[config.mk]
export PLATFORM = sky130hd
export DESIGN_NAME = seg_scan_driver
export DESIGN_NICKNAME = d
export VERILOG_FILES = /design/src/rtl/seg_scan_driver.sv
export SDC_FILE = /design/constraint.sdc
export NUM_CORES = 1
export LEC_CHECK = 0
export ABC_AREA = 1
export BUFFER_PORTS_ARGS = -buffer_cell sky130_fd_sc_hd__buf_2
export CORE_MARGIN = 4
export CORE_UTILIZATION = 56
export DETAILED_ROUTE_END_ITERATION = 10
export PLACE_DENSITY_LB_ADDON = 0.08
export SETUP_SLACK_MARGIN = 0.2
export SLEW_MARGIN = 20
export SYNTH_ARGS = -nofsm -noshare
export SYNTH_HDL_FRONTEND = slang
export SYNTH_SLANG_ARGS = --single-unit
[constraint.sdc]
create_clock -name clk -period 2.17 [get_ports clk]
set_input_delay 0.434 -clock clk [delete_from_list [all_inputs] [get_ports clk]]
set_output_delay 0.434 -clock clk [all_outputs]
set_load 0.05 [all_outputs]
[src/rtl/seg_scan_driver.sv]
// Time-multiplexed 7-segment scanner: one digit per CLK_DIV slot, dead first cycle per slot,
// digits captured once per frame into a shadow register, optional leading-zero blanking.
module seg_scan_driver #(
  parameter int NUM_DIGITS  = 8,
  parameter int CLK_DIV     = 50000,
  parameter bit SEG_ACT_LOW = 1'b1,
  parameter bit DIG_ACT_LOW = 1'b1,
  localparam int IDX_W = (NUM_DIGITS > 1) ? $clog2(NUM_DIGITS) : 1,
  localparam int PRE_W = (CLK_DIV > 1) ? $clog2(CLK_DIV) : 1
) (
  input  logic                    clk,
  input  logic                    rstb,
  input  logic                    en,
  input  logic                    blank_lz,
  input  logic [4*NUM_DIGITS-1:0] digits_i,
  output logic [6:0]              seg_o,
  output logic [NUM_DIGITS-1:0]   dig_sel_o,
  output logic [IDX_W-1:0]        scan_idx_o,
  output logic                    frame_tick_o
);

  localparam logic [PRE_W-1:0]      PRE_LAST = PRE_W'(CLK_DIV - 1);
  localparam logic [IDX_W-1:0]      IDX_LAST = IDX_W'(NUM_DIGITS - 1);
  localparam logic [6:0]            SEG_OFF  = {7{SEG_ACT_LOW}};
  localparam logic [NUM_DIGITS-1:0] DIG_OFF  = {NUM_DIGITS{DIG_ACT_LOW}};

  logic [PRE_W-1:0]        pre_cnt;
  logic [IDX_W-1:0]        scan_idx;
  logic [4*NUM_DIGITS-1:0] shadow;

  logic [6:0]              seg_q;
  logic [NUM_DIGITS-1:0]   dig_q;
  logic [IDX_W-1:0]        idx_q;
  logic                    tick_q;

  logic                    pre_last;
  logic                    idx_last;
  logic                    slot_dead;
  logic                    load;
  logic [3:0]              cur_digit;
  logic [6:0]              cur_lit;
  logic [NUM_DIGITS-1:0]   onehot;
  logic [NUM_DIGITS-1:0]   blanked;

  // a..g lit pattern, bit0 = a; non-BCD codes render as a lone dash.
  function automatic logic [6:0] decode(input logic [3:0] d);
    logic [6:0] lit;
    case (d)
      4'd0:    lit = 7'b0111111;
      4'd1:    lit = 7'b0000110;
      4'd2:    lit = 7'b1011011;
      4'd3:    lit = 7'b1001111;
      4'd4:    lit = 7'b1100110;
      4'd5:    lit = 7'b1101101;
      4'd6:    lit = 7'b1111101;
      4'd7:    lit = 7'b0000111;
      4'd8:    lit = 7'b1111111;
      4'd9:    lit = 7'b1101111;
      default: lit = 7'b1000000;
    endcase
    return lit;
  endfunction

  always_comb begin
    pre_last  = (pre_cnt == PRE_LAST);
    idx_last  = (scan_idx == IDX_LAST);
    slot_dead = (pre_cnt == '0);
    load      = en && slot_dead && (scan_idx == '0);
    cur_digit = shadow[4*scan_idx +: 4];
    cur_lit   = decode(cur_digit);
    onehot    = {{(NUM_DIGITS-1){1'b0}}, 1'b1} << scan_idx;
  end

  // Walk from the most significant digit down; a digit blanks only while everything
  // at and above it is zero. Digit 0 always shows.
  always_comb begin
    logic zero_above;
    zero_above = 1'b1;
    blanked    = '0;
    for (int i = NUM_DIGITS - 1; i > 0; i--) begin
      zero_above = zero_above && (shadow[4*i +: 4] == 4'd0);
      blanked[i] = blank_lz && zero_above;
    end
  end

  always_ff @(posedge clk) begin
    if (!rstb) begin
      pre_cnt  <= '0;
      scan_idx <= '0;
      shadow   <= '0;
      seg_q    <= SEG_OFF;
      dig_q    <= DIG_OFF;
      idx_q    <= '0;
      tick_q   <= 1'b0;
    end else begin
      if (en) begin
        if (pre_last) begin
          pre_cnt  <= '0;
          scan_idx <= idx_last ? '0 : scan_idx + 1'b1;
        end else begin
          pre_cnt <= pre_cnt + 1'b1;
        end
      end

      if (load)
        shadow <= digits_i;

      idx_q  <= scan_idx;
      tick_q <= load;

      // The first cycle of every slot is dark so the previous digit cannot ghost.
      if (!en || slot_dead)
        dig_q <= DIG_OFF;
      else
        dig_q <= DIG_ACT_LOW ? ~onehot : onehot;

      if (!en || slot_dead || blanked[scan_idx])
        seg_q <= SEG_OFF;
      else
        seg_q <= SEG_ACT_LOW ? ~cur_lit : cur_lit;
    end
  end

  assign seg_o        = seg_q;
  assign dig_sel_o    = dig_q;
  assign scan_idx_o   = idx_q;
  assign frame_tick_o = tick_q;

endmodule

==> impl_metrics.yaml <==
die:
  dieWidth_um: 85.3
  io_pins: 55
  coreArea_um2: 5640
  die_h_um: 85.3
  die_area_um2: 7270
  row_count: 27
  initial_core_util_pct: 59.3
final_layout:
  drive_gt1_share_pct: 18.2
  area_growth_pct: 17.8
  antenna_cells: 0
  nNetsFinal: 589
clock_network:
  clock_path_buffers: 2
  cts.sinks: 70
  clockRootBuffer: "clkbuf_8"
  path_clk_slew_ps: 80
  clock_latency_ps: 360
  cts_hold_buf: 0
  numCtsBuffers: 9
  cts_tree: "built"
  htreeDepth: 3
setup_path:
  required_ps: 2400
  worstReg2RegEnd: "seg_o[5]"
  critPathLaunch: "scan_idx[0]"
  critPathArrivalTime_ps: 2080
  ff2ff_setup_slack_ps: 320
  critPathLaunchType: "flip-flop"
  cp_max_fo: 12
  rr_worst_depth: 11
  cp-end-kind: "flip-flop"
  crit_type: "reg2reg"
  r2r_start: "scan_idx[0]"
  crit_path_end: "seg_o[5]"
global_route:
  antenna_found_initial: 0
  first_global_vias: 2895
  grt_pass1_wl_mm: 12.9
  overflow: 0
  groute.usage.overall_pct: 22.0
  grt_max_degree: 33
pwr:
  p_switching_mw: 0.815
  finalPower_mw: 3.08
  p_int_mw: 2.26
  switching_share_pct: 26.5
  ir_drop_mv: 0.603
  combPwrFrac_pct: 12.5
  powerDensity_nw_per_um2: 781
  clkPwrFrac_pct: 41.9
  p_leak_nw: 1.86
  p_seq_share_pct: 45.6
logic_synthesis:
  syn-num-nets: 531
  syn_area_um2: 3340
  synthFlopType: "dfxtp_1"
  yosysWarnings: 0
  synth_edf_count: 0
  synth_seq_area_share_pct: 41.9
  synthArstFlopShare_pct: 0
  syn-instance-count: 482
  ys_types: 29
  ys_seq_elements: 70
  syn_avg_cell_area_um2: 6.94
place:
  io_buffers: 54
  place.gp.congestion: 0.913
  dp_hpwl_mm: 5.58
timing:
  setup_viol_count_final: 0
  max_slew_margin_pct: 73.2
  fin_crit_ps: 1850
  fin_setup_tns_ps: 0
  period_share_pct: 85.4
  maxSlewViolCount: 0
  hold_viol: 0
  timing.fmax_ghz: 0.539
  whs_ps: 286
  worst_pin_slew_ps: 399
  rsz0062_at_grt: "true"
  skew_ps: 11.5
routing:
  final_antenna_net_count: 0
  initialDrtViolationCount: 159
  routed_wl_mm: 7.60
  vias: 3110
  dr.pass1.iters: 5
  drcViolationCount: 0
  drt-vias-per-instance: 5.04
  routedWlPerCell_um: 12.3
worst_hold_path:
  hold_path.class: "in2reg"
run:
  cap_violations: 0
run_status:
  outcome: "finished clean"
-- cell usage after synthesis (all sizes together), types with 3 or more instances --
master / number / area share, %
a211oi: 3 / 0.67
a21oi: 9 / 1.3
buf: 16 / 3.3
dfxtp: 70 / 42
ha: 13 / 4.9
inv: 57 / 6.4
nand2: 82 / 9.4
nand3: 46 / 7.0
nand4: 7 / 1.3
nor2: 112 / 13
nor3: 8 / 1.5
o21ai: 44 / 6.6
or2: 4 / 0.75
-- power groups by stage --
stage / clock [mW] / combinational [mW] / sequential, mW
global placement: 0 / 0.371 / 1.43
finish: 1.29 / 0.385 / 1.40
floorplan: 0 / 0.249 / 1.45
global route: 1.37 / 0.439 / 1.41
CTS: 1.31 / 0.383 / 1.40
detailed placement: 0 / 0.377 / 1.43
-- cell families (layout without fill, tap and decap cells) --
kind of cell | Yosys count | in the layout | share of synthesized area [%]
simple gates | 263 | 263 | 33.5
buf+inv | 75 | 138 | 9.96
xor+xnor | 2 | 2 | 0.524
flops | 70 | 70 | 41.9
fa+ha+maj | 13 | 13 | 4.87
compound gates | 59 | 59 | 9.21
-- metal layers --
layer	wire, µm	vias up	GRT usage (%)
li1	-	1638	-
met1	3510	1391	27.3
met2	3500	69	35.6
met3	467	12	5.63
met4	124	0	10.6
met5	0	-	0
-- repair_timing --
item,4_1_cts,5_1_grt
pin swaps,0,1
setup buffers,0,0
endpoints found under the setup margin,3,42
resized for setup,1,8
-- layout make-up --
cell class                      instances  area, µm²
Fill cell                             515       1700
Sequential cell                        70       1400
Clock inverter                          7        120
Multi-Input combinational cell        337       1620
Timing Repair Buffer                   65        365
Clock buffer                            9        124
Tap cell                               72       90.1
Inverter                               57        214
-- worst min-delay path by stage --
stage            endpoint  cells past startpoint    startpoint
2_1_floorplan  pre_cnt[8]                      2    pre_cnt[8]
3_3_place_gp   pre_cnt[0]                      2    pre_cnt[0]
3_5_place_dp   shadow[15]                      2    shadow[15]
4_1_cts        shadow[31]                      3  digits_i[31]
5_1_grt        shadow[31]                      3  digits_i[31]
6_report       shadow[31]                      3  digits_i[31]
-- registers in the layout, summed over array words and instances (netlist names) --
signal / cells
scan_idx_o: 3
pre_cnt: 16
shadow: 32
frame_tick_o: 1
dig_sel_o: 8
scan_idx: 3
seg_o: 7
-- stage by stage --
stage,utilization (%),cells,area (µm²),setup slack [ps]
after floorplan,-,482,3340,241
after global placement,65.2,601,3680,239
after detailed placement,65.2,601,3680,106
after CTS,69.5,617,3920,203
after global routing,69.8,617,3940,169
final,69.8,617,3940,316
-- critical path, cell delays in order (launching register included) --
cell	delay (ps)
dfxtp_2	350
buf_4	180
or2_2	280
nand3_1	80
nand3_1	100
nand2_2	150
inv_2	70
ha_1	170
inv_1	50
nand3_1	90
nand3_1	120
nand4_1	80
-- cell usage in the layout, fill, tap and decap left out, types with 2 or more instances in the layout --
| cell type | n |
|---|---|
| and2_1 | 2 |
| nor2_2 | 2 |
| or2_2 | 3 |
| dfxtp_2 | 2 |
| nand2_1 | 79 |
| o21ai_1 | 3 |
| nor2_1 | 110 |
| dfxtp_1 | 68 |
| nand2_2 | 2 |
| nor3_1 | 7 |
| buf_4 | 10 |
| buf_2 | 54 |
| xor2_1 | 2 |
| inv_1 | 52 |
| inv_2 | 5 |
| o22ai_1 | 2 |
| a21oi_1 | 9 |
| o21ai_0 | 40 |
| bufinv_16 | 3 |
| a211oi_1 | 3 |
| ha_1 | 13 |
| nand3_1 | 45 |
| nand4_1 | 7 |
| clkbuf_8 | 9 |
(Power assumes the default switching activity.)
